**config.mk**
```make
export PLATFORM = sky130hd
export DESIGN_NAME = ysyx_22050710_ifu_flat
export DESIGN_NICKNAME = d
export VERILOG_FILES = /design/src/rtl/ysyx_22050710_ifu_if.sv /design/src/rtl/ysyx_22050710_ifu.sv /design/src/flat_wrapper.sv
export SDC_FILE = /design/constraint.sdc
export NUM_CORES = 1
export LEC_CHECK = 0
export ABC_CLOCK_PERIOD_IN_PS = 1700
export BUFFER_PORTS_ARGS = -buffer_cell sky130_fd_sc_hd__buf_4
export CAP_MARGIN = 20
export CORE_ASPECT_RATIO = 0.9
export CORE_MARGIN = 2
export CORE_UTILIZATION = 42
export DETAILED_ROUTE_END_ITERATION = 8
export PLACE_DENSITY = 0.75
export REMOVE_ABC_BUFFERS = 1
export SYNTH_ARGS = -nofsm -noshare
export SYNTH_HDL_FRONTEND = slang
export SYNTH_SLANG_ARGS = --single-unit
```
**constraint.sdc**
```tcl
create_clock -name i_clk -period 1.7 [get_ports i_clk]
set_clock_uncertainty 0.05 [all_clocks]
set_input_delay 0.34 -clock i_clk [delete_from_list [all_inputs] [get_ports i_clk]]
set_output_delay 0.34 -clock i_clk [all_outputs]
set_load 0.005 [all_outputs]
```
**src/rtl/ysyx_22050710_ifu_if.sv**
```systemverilog
// Fetch-unit bundle: PC control, instruction-memory request/response and decode handshake.
// o_inst_misalign exists only when YSYX_22050710_IFU_MISALIGN_CHK_EN is defined.
interface ysyx_22050710_ifu_if #(
  parameter int unsigned PC_WD   = 64,
  parameter int unsigned INST_WD = 32
);
  logic [PC_WD-1:0]   i_pc;
  logic               o_pc_load;
  logic               i_flush;
  logic               o_imem_req_valid;
  logic               i_imem_req_ready;
  logic [PC_WD-1:0]   o_imem_addr;
  logic               i_imem_rsp_valid;
  logic [INST_WD-1:0] i_imem_rsp_data;
  logic               o_inst_valid;
  logic               i_inst_ready;
  logic [INST_WD-1:0] o_inst;
  logic [PC_WD-1:0]   o_inst_pc;
`ifdef YSYX_22050710_IFU_MISALIGN_CHK_EN
  logic               o_inst_misalign;
`endif

  modport master (
`ifdef YSYX_22050710_IFU_MISALIGN_CHK_EN
    output o_inst_misalign,
`endif
    input  i_pc,
    input  i_flush,
    input  i_imem_req_ready,
    input  i_imem_rsp_valid,
    input  i_imem_rsp_data,
    input  i_inst_ready,
    output o_pc_load,
    output o_imem_req_valid,
    output o_imem_addr,
    output o_inst_valid,
    output o_inst,
    output o_inst_pc
  );

  modport slave (
`ifdef YSYX_22050710_IFU_MISALIGN_CHK_EN
    input  o_inst_misalign,
`endif
    output i_pc,
    output i_flush,
    output i_imem_req_ready,
    output i_imem_rsp_valid,
    output i_imem_rsp_data,
    output i_inst_ready,
    input  o_pc_load,
    input  o_imem_req_valid,
    input  o_imem_addr,
    input  o_inst_valid,
    input  o_inst,
    input  o_inst_pc
  );
endinterface

```
**src/rtl/ysyx_22050710_ifu.sv**
```systemverilog
// Instruction fetch unit: one outstanding imem request, single-entry instruction buffer, flush drop.
// Optional misaligned-PC trap path enabled by YSYX_22050710_IFU_MISALIGN_CHK_EN.
module ysyx_22050710_ifu #(
  parameter int unsigned PC_WD   = 64,
  parameter int unsigned INST_WD = 32
) (
  input  logic                   i_clk,
  input  logic                   i_rst,
  ysyx_22050710_ifu_if.master    bus
);

  typedef enum logic [1:0] {StIdle, StReq, StWait, StHold} state_e;

  state_e             state_q, state_d;
  logic [PC_WD-1:0]   addr_q, addr_d;
  logic [PC_WD-1:0]   inst_pc_q, inst_pc_d;
  logic [INST_WD-1:0] inst_q, inst_d;
  logic               drop_q, drop_d;
  logic               inst_valid_q, inst_valid_d;
  logic               pc_load;
  logic               req_valid;
`ifdef YSYX_22050710_IFU_MISALIGN_CHK_EN
  logic               misalign_q, misalign_d;
`endif

  always_comb begin
    state_d      = state_q;
    addr_d       = addr_q;
    inst_pc_d    = inst_pc_q;
    inst_d       = inst_q;
    drop_d       = drop_q;
    inst_valid_d = inst_valid_q;
    pc_load      = 1'b0;
    req_valid    = 1'b0;
`ifdef YSYX_22050710_IFU_MISALIGN_CHK_EN
    misalign_d   = misalign_q;
`endif

    unique case (state_q)
      StIdle: begin
        addr_d  = bus.i_pc;
        state_d = StReq;
`ifdef YSYX_22050710_IFU_MISALIGN_CHK_EN
        // Misaligned PC never reaches memory; decode sees a flagged null instruction.
        if (bus.i_pc[1:0] != 2'b00) begin
          state_d      = StHold;
          inst_d       = '0;
          inst_pc_d    = bus.i_pc;
          inst_valid_d = 1'b1;
          misalign_d   = 1'b1;
        end
`endif
      end

      StReq: begin
        // A raised request stays up through a flush; the flush only marks its response stale.
        req_valid = 1'b1;
        if (bus.i_flush) begin
          pc_load = 1'b1;
          drop_d  = 1'b1;
        end
        if (bus.i_imem_req_ready) begin
          state_d = StWait;
        end
      end

      StWait: begin
        if (bus.i_flush) begin
          pc_load = 1'b1;
          drop_d  = 1'b1;
          if (bus.i_imem_rsp_valid) begin
            drop_d  = 1'b0;
            state_d = StIdle;
          end
        end else if (bus.i_imem_rsp_valid) begin
          if (drop_q) begin
            // Stale response: refetch straight from the already-redirected PC.
            drop_d  = 1'b0;
            addr_d  = bus.i_pc;
            state_d = StReq;
          end else begin
            inst_d       = bus.i_imem_rsp_data;
            inst_pc_d    = addr_q;
            inst_valid_d = 1'b1;
            state_d      = StHold;
          end
        end
      end

      StHold: begin
        if (bus.i_flush || bus.i_inst_ready) begin
          pc_load      = 1'b1;
          inst_valid_d = 1'b0;
          state_d      = StIdle;
`ifdef YSYX_22050710_IFU_MISALIGN_CHK_EN
          misalign_d   = 1'b0;
`endif
        end
      end

      default: begin
        state_d = StIdle;
      end
    endcase
  end

  always_ff @(posedge i_clk) begin
    if (i_rst) begin
      state_q      <= StIdle;
      addr_q       <= '0;
      inst_pc_q    <= '0;
      inst_q       <= '0;
      drop_q       <= 1'b0;
      inst_valid_q <= 1'b0;
`ifdef YSYX_22050710_IFU_MISALIGN_CHK_EN
      misalign_q   <= 1'b0;
`endif
    end else begin
      state_q      <= state_d;
      addr_q       <= addr_d;
      inst_pc_q    <= inst_pc_d;
      inst_q       <= inst_d;
      drop_q       <= drop_d;
      inst_valid_q <= inst_valid_d;
`ifdef YSYX_22050710_IFU_MISALIGN_CHK_EN
      misalign_q   <= misalign_d;
`endif
    end
  end

  // Handshake outputs are masked during reset so a mid-transaction reset is silent at once.
  assign bus.o_pc_load        = pc_load & ~i_rst;
  assign bus.o_imem_req_valid = req_valid & ~i_rst;
  assign bus.o_imem_addr      = addr_q;
  assign bus.o_inst_valid     = inst_valid_q & ~i_rst;
  assign bus.o_inst           = inst_q;
  assign bus.o_inst_pc        = inst_pc_q;
`ifdef YSYX_22050710_IFU_MISALIGN_CHK_EN
  assign bus.o_inst_misalign  = misalign_q;
`endif

endmodule

```
**src/flat_wrapper.sv**
```systemverilog
// flat-port wrapper written by rule: the top's interface ports become plain ports
module ysyx_22050710_ifu_flat 
#(
  parameter int unsigned PC_WD   = 64,
  parameter int unsigned INST_WD = 32
)
  (i_clk, i_rst, bus_i_pc, bus_i_flush, bus_i_imem_req_ready, bus_i_imem_rsp_valid, bus_i_imem_rsp_data, bus_i_inst_ready, bus_o_pc_load, bus_o_imem_req_valid, bus_o_imem_addr, bus_o_inst_valid, bus_o_inst, bus_o_inst_pc);
  ysyx_22050710_ifu_if #(.PC_WD(PC_WD), .INST_WD(INST_WD)) bus_i ();
  input  logic i_clk;
  input  logic i_rst;
  input wire logic [$bits(bus_i.i_pc)-1:0] bus_i_pc;
  input wire logic [$bits(bus_i.i_flush)-1:0] bus_i_flush;
  input wire logic [$bits(bus_i.i_imem_req_ready)-1:0] bus_i_imem_req_ready;
  input wire logic [$bits(bus_i.i_imem_rsp_valid)-1:0] bus_i_imem_rsp_valid;
  input wire logic [$bits(bus_i.i_imem_rsp_data)-1:0] bus_i_imem_rsp_data;
  input wire logic [$bits(bus_i.i_inst_ready)-1:0] bus_i_inst_ready;
  output wire logic [$bits(bus_i.o_pc_load)-1:0] bus_o_pc_load;
  output wire logic [$bits(bus_i.o_imem_req_valid)-1:0] bus_o_imem_req_valid;
  output wire logic [$bits(bus_i.o_imem_addr)-1:0] bus_o_imem_addr;
  output wire logic [$bits(bus_i.o_inst_valid)-1:0] bus_o_inst_valid;
  output wire logic [$bits(bus_i.o_inst)-1:0] bus_o_inst;
  output wire logic [$bits(bus_i.o_inst_pc)-1:0] bus_o_inst_pc;
  assign bus_i.i_pc = bus_i_pc;
  assign bus_i.i_flush = bus_i_flush;
  assign bus_i.i_imem_req_ready = bus_i_imem_req_ready;
  assign bus_i.i_imem_rsp_valid = bus_i_imem_rsp_valid;
  assign bus_i.i_imem_rsp_data = bus_i_imem_rsp_data;
  assign bus_i.i_inst_ready = bus_i_inst_ready;
  assign bus_o_pc_load = bus_i.o_pc_load;
  assign bus_o_imem_req_valid = bus_i.o_imem_req_valid;
  assign bus_o_imem_addr = bus_i.o_imem_addr;
  assign bus_o_inst_valid = bus_i.o_inst_valid;
  assign bus_o_inst = bus_i.o_inst;
  assign bus_o_inst_pc = bus_i.o_inst_pc;
  ysyx_22050710_ifu #(.PC_WD(PC_WD), .INST_WD(INST_WD)) u_core (.i_clk(i_clk), .i_rst(i_rst), .bus(bus_i));
endmodule
```
; ---- Word-level counts from Yosys, hierarchy flattened
; Cells that the tools add are included.
[op_classes]
n_eq_ne = 11
mux = 25
bitwise = 6
n_reduce_logical = 11
[op_table]
columns = cell, n
row1 = two-way mux 64 bit, 3
row2 = one-hot mux 64 bit (2 select lines), 1
row3 = two-way mux 2 bit, 6
row4 = two-way mux 1 bit, 11
row5 = "inequality test 2 bit, second input constant", 5
row6 = one-hot mux 2 bit (4 select lines), 1
row7 = AND reduction 4 bit, 2
row8 = one-hot mux 1 bit (2 select lines), 3
row9 = AND reduction 3 bit, 2
row10 = nonzero test 2 bit, 3
row11 = AND reduction 5 bit, 1
row12 = "equality test 2 bit, second input constant", 2
row13 = "inequality test 2 x 1 -> 1 bit, second input constant", 2
row14 = AND 1 bit, 3
row15 = "inequality test 3 bit, second input constant", 1
row16 = NOT 1 bit, 3
row17 = "equality test 2 x 1 -> 1 bit, second input constant", 1
row18 = zero test 2 bit, 1
row19 = OR reduction 2 bit, 1
row20 = logical OR 1 bit, 1
[totals]
reg_bits = 164
inputBits = 102
output_inout_bits = 163

; ---- Logic depth before layout (Yosys ltp)
[logic_depth]
depth_word = 4
mapped_depth = 9
depth_no_buf = 6

; ---- Worst setup path before layout
; OpenSTA, ideal clock, no wires.
[synth_path]
path_type = reg-to-reg
start = register u_core.state_q[0]
end = register u_core.addr_q[10], in the netlist u_core.bus.o_imem_addr[10]
setup_ps = 132
arrival_ps = 1565
required_time_ps = 1518
setup_slack_ps = -47
stages_incl_launch_ff = 10
n_path_buf = 3
period_less_slack_ps = 1747
path_cell_list = dfxtp_1 inv_1 ha_1 buf_2 nand2b_1 a21o_1 buf_4 buf_4 nand2_1 a21oi_1
[synth_via]
elab_chain_cells = 3
elab_cells_between_ends = 8
cone_classes = eq/ne: 4 / mux: 1 / reduce/logical: 3
[synth_lines]
columns = element, line
row1 = start: declaration, ysyx_22050710_ifu.sv:14  ; state_e state_q, state_d;
row2 = start signal: assignment, ysyx_22050710_ifu.sv:109  ; state_q <= StIdle;
row3 = start signal: assignment, ysyx_22050710_ifu.sv:119  ; state_q <= state_d;
row4 = equality test 2 bit / zero test 2 bit (equally long branches), ysyx_22050710_ifu.sv:39  ; unique case (state_q)
row5 = "inequality test 2 x 1 -> 1 bit (no line), or another cell as far along", --
row6 = AND reduction 4 bit (no line), --
row7 = end signal: assignment, ysyx_22050710_ifu.sv:120  ; addr_q <= addr_d;
row8 = end: declaration, ysyx_22050710_ifu.sv:15  ; logic [PC_WD-1:0] addr_q, addr_d;
; Several ways; a longest one is shown, not always the timed one.
; A chain may end at the register's enable or synchronous reset.

; ---- Final worst setup path
[layout_path]
start = register u_core.state_q[0]
end = output bus_o_pc_load
[layout_via]
elab_chain_cells = 4
elab_cells_between_ends = 6
cone_classes = eq/ne: 3 / mux: 1 / bitwise: 1 / reduce/logical: 1
[layout_lines]
columns = element, line
row1 = equality test 2 x 1 -> 1 bit / equality test 2 bit (equally long branches), ysyx_22050710_ifu.sv:39
row2 = OR reduction 2 bit (no line), --
row3 = one-hot mux 1 bit (2 select lines) *, ysyx_22050710_ifu.sv:39
row4 = AND 1 bit *, ysyx_22050710_ifu.sv:132  ; assign bus.o_pc_load = pc_load & ~i_rst;
row5 = end: declaration, flat_wrapper.sv:17  ; output wire logic [$bits(bus_i.o_pc_load)-1:0] bus_o_pc_load;
; Mark *: on every way between the ends. The rest lies on a longest branch, timed or not.

==> results.yml <==
status:
  run_status: "finished, violations left"
  violations: "setup timing"
hold_path:
  min-delay-start: "bus_i_pc[9]"
  hold_path_class: "in -> reg"
route:
  via_per_inst: 4.73
  drt.antenna.violating_nets: 0
  drt_iter0_drc: 391
  drt_wl_total_um: 16800
  num_vias: 5693
  wl_per_cell_um: 14.0
  first_pass_iters: 4
  drcViolationCount: 0
final_layout:
  fin_util_pct: 64.0
  drive_gt1_share_pct: 33.8
  final_net_count: 1104
  final_cells: 1203
  area_delta_synth_final_pct: 50.5
  antenna_cells: 0
logic_synthesis:
  synth_seq_area_share_pct: 55.6
  yosysWarnings: 0
  yosys_register_bits: 164
  synth_area_um2: 5910
  synth_cell_types: 28
  synthCells: 740
  syn_avg_cell_area_um2: 7.99
grt:
  grt_max_degree: 94
  grt_pass1_wl_um: 24700
  antenna_found_initial: 0
  grt.overflow.total: 0
  grt_usage_pct: 20.8
  first_global_vias: 5016
pwr:
  p_per_area_nw_per_um2: 1560
  power_frac_clock_pct: 27.4
  switching_share_pct: 32.9
  internal-power_mw: 9.34
  netSwitchingPower_mw: 4.57
  p_leak_nw: 3.81
  irDropWorstVdd_mv: 1.19
  combPwrFrac_pct: 36.3
  seq_power_share_pct: 36.3
sta:
  rsz0062_at_grt: "true"
  max_freq_mhz: 534
  hold_viol: 0
  max_slew_margin_pct: 72.4
  slew_violations: 0
  layout_setup_ws_ns: -0.173
  setup_viol: 7
  post-route-period-util_pct: 110
  fin_crit_ns: 1.87
  tightest_slew_ns: 0.414
job:
  maxCapViolCount: 0
critical_path:
  cp_slowest_stage_delay_ns: 0.33
  crit_arrival_ns: 1.48
  cp.required_ns: 1.31
  crit_buf_inv: 3
  cp-end-kind: "output pin"
  cpLargestDelayFamily: "flip-flops"
  rr_startpoint: "u_core.state_q[0]"
  path_cells: "inv_2, buf_6, ha_4, nand2_2, a211oi_2, buf_4"
  crit_start: "u_core.state_q[0]"
  start_kind: "flop"
  worstSetupPathType: "reg -> out"
  crit_path_max_fanout: 2
  slowest_stage: "dfxtp_2"
clock_tree:
  clock-sinks: 164
  path_clk_slew_ns: 0.06
  clock_latency_ns: 0.41
  cts.htree.levels: 4
  numCtsBuffers: 17
  postCtsHoldBufs: 0
  root_buffer: "clkbuf_16"
  clk_path_buf_depth: 2
  tritoncts: "done"
placed_design:
  portBuffers: 264
  post-place-cells: 1164
  gp_congestion: 0.792
  hpwl_um: 11100
floorplanning:
  die_area_um2: 15000
  ioPinCount: 265
  die_h_um: 117
  die_w_um: 129
  initial_utilization_pct: 42.5
  rows: 41
  core-area_um2: 13900
==> cells by family (layout without fill, tap and decap cells) <==
family	after synthesis	after routing	synth area share (%)
AND/OR/NAND/NOR	337	337	22.1
AO/OA/AOI/OAI	175	175	15.5
flip-flops	164	164	55.6
buffers and inverters	58	328	5.55
adder cells (fa/ha/maj)	5	5	1.06
multiplexers	1	1	0.191
==> stage by stage <==
step	hold slack (ns)	setup slack, ns	cell area (um^2)	power [mW]	TNS (ns)
floorplan	0.359	-1.16	5600	6.93	-152.52
CTS	0.0979	-0.193	8800	13.6	-2.01
global route	0.104	-0.251	8890	14.7	-5.00
detailed placement	0.397	-0.0717	8130	9.58	-2.40
finish	0.118	-0.173	8890	13.9	-0.205
global placement	0.392	0.0150	8130	9.51	0
==> what timing repair did <==
action | CTS | global route
pin swaps | 3 | 0
buffers inserted | 3 | 2
gates cloned | 0 | 2
setup endpoints to repair | 67 | 76
resized for setup | 13 | 5
==> metal layers <==
layer | up-vias | part of all wire, % | global-route usage, %
met3 | 20 | 7.5 | 6.92
met2 | 193 | 49 | 34.9
met4 | 0 | 1.5 | 7.39
met5 | - | 0 | 0
li1 | 2898 | - | -
met1 | 2582 | 42 | 25.0
==> cells in the mapped netlist <==
library cell	instances	area, um^2
nand3b_4	1	20.0
a21o_1	1	7.51
nand2_1	323	1210
mux2_2	1	11.3
a31oi_1	2	12.5
inv_1	4	15.0
nor2b_1	2	12.5
nand3_2	1	10.0
a21oi_1	164	821
nor2_1	5	18.8
a211oi_1	2	15.0
nor2b_2	1	8.76
o22a_1	1	8.76
buf_2	7	35.0
buf_6	7	78.8
ha_1	5	62.6
a21oi_4	1	16.3
buf_4	13	97.6
a221oi_2	1	15.0
clkbuf_1	27	101
and3_1	1	6.26
dfxtp_1	164	3280
a311oi_1	1	8.76
o21ai_0	1	5.00
a221oi_1	1	8.76
nor2_2	1	6.26
nand2b_1	1	6.26
nor3_1	1	5.00
==> area by class of cell <==
class	count	area, um^2
clock buffers	22	474
clock inverters	10	123
fillers	1220	5010
inverters	4	15.0
multi-input cells	518	2380
flip-flops and latches	164	3290
well taps	193	241
repair buffers	292	2370
==> path summary, 6_finish.rpt <==
path	to	cells past startpoint	slack [ns]
max	bus_o_pc_load	6	-0.17
max reg2reg	u_core.bus.o_imem_addr[63]	9	-0.02
min	u_core.bus.o_imem_addr[9]	3	0.12
min reg2reg	u_core.bus.o_inst_pc[26]	2	0.40
==> registers in the layout (all words and copies together) (netlist names) <==
register	flops
u_core.bus.o_imem_addr	64
u_core.state_q	2
u_core.bus.o_inst	32
u_core.inst_valid_q	1
u_core.drop_q	1
u_core.bus.o_inst_pc	64
==> worst register-to-register path: cells and delay by family, from the launching register on <==
kind            cells  cell delay (ns)
flops               1             0.33
simple gates        2             0.28
compound gates      2             0.31
buf+inv             4             0.50
fa+ha+maj           1             0.18
==> cell usage in the layout, fill, tap and decap left out, types with 2 or more instances in the layout <==
master	Yosys	routed
nand2_1	323	322
dfxtp_2	0	2
dfxtp_1	164	162
inv_1	4	3
nor2_1	5	5
clkbuf_8	0	3
clkbuf_16	0	19
clkinv_4	0	3
buf_4	13	277
buf_12	0	11
clkbuf_1	27	2
buf_6	7	2
a31oi_1	2	2
ha_4	0	4
a21oi_1	164	164
bufinv_16	0	2
clkinvlp_4	0	3
==> power groups by stage <==
| stage | sequential, mW | combinational, mW | clock [mW] |
|---|---|---|---|
| after floorplan | 5.11 | 1.82 | 0 |
| after global placement | 5.10 | 4.41 | 0 |
| after detailed placement | 5.12 | 4.47 | 0 |
| after CTS | 5.04 | 4.63 | 3.89 |
| after global routing | 5.13 | 5.56 | 4.03 |
| final | 5.05 | 5.05 | 3.82 |
(Power assumes the default switching activity.)
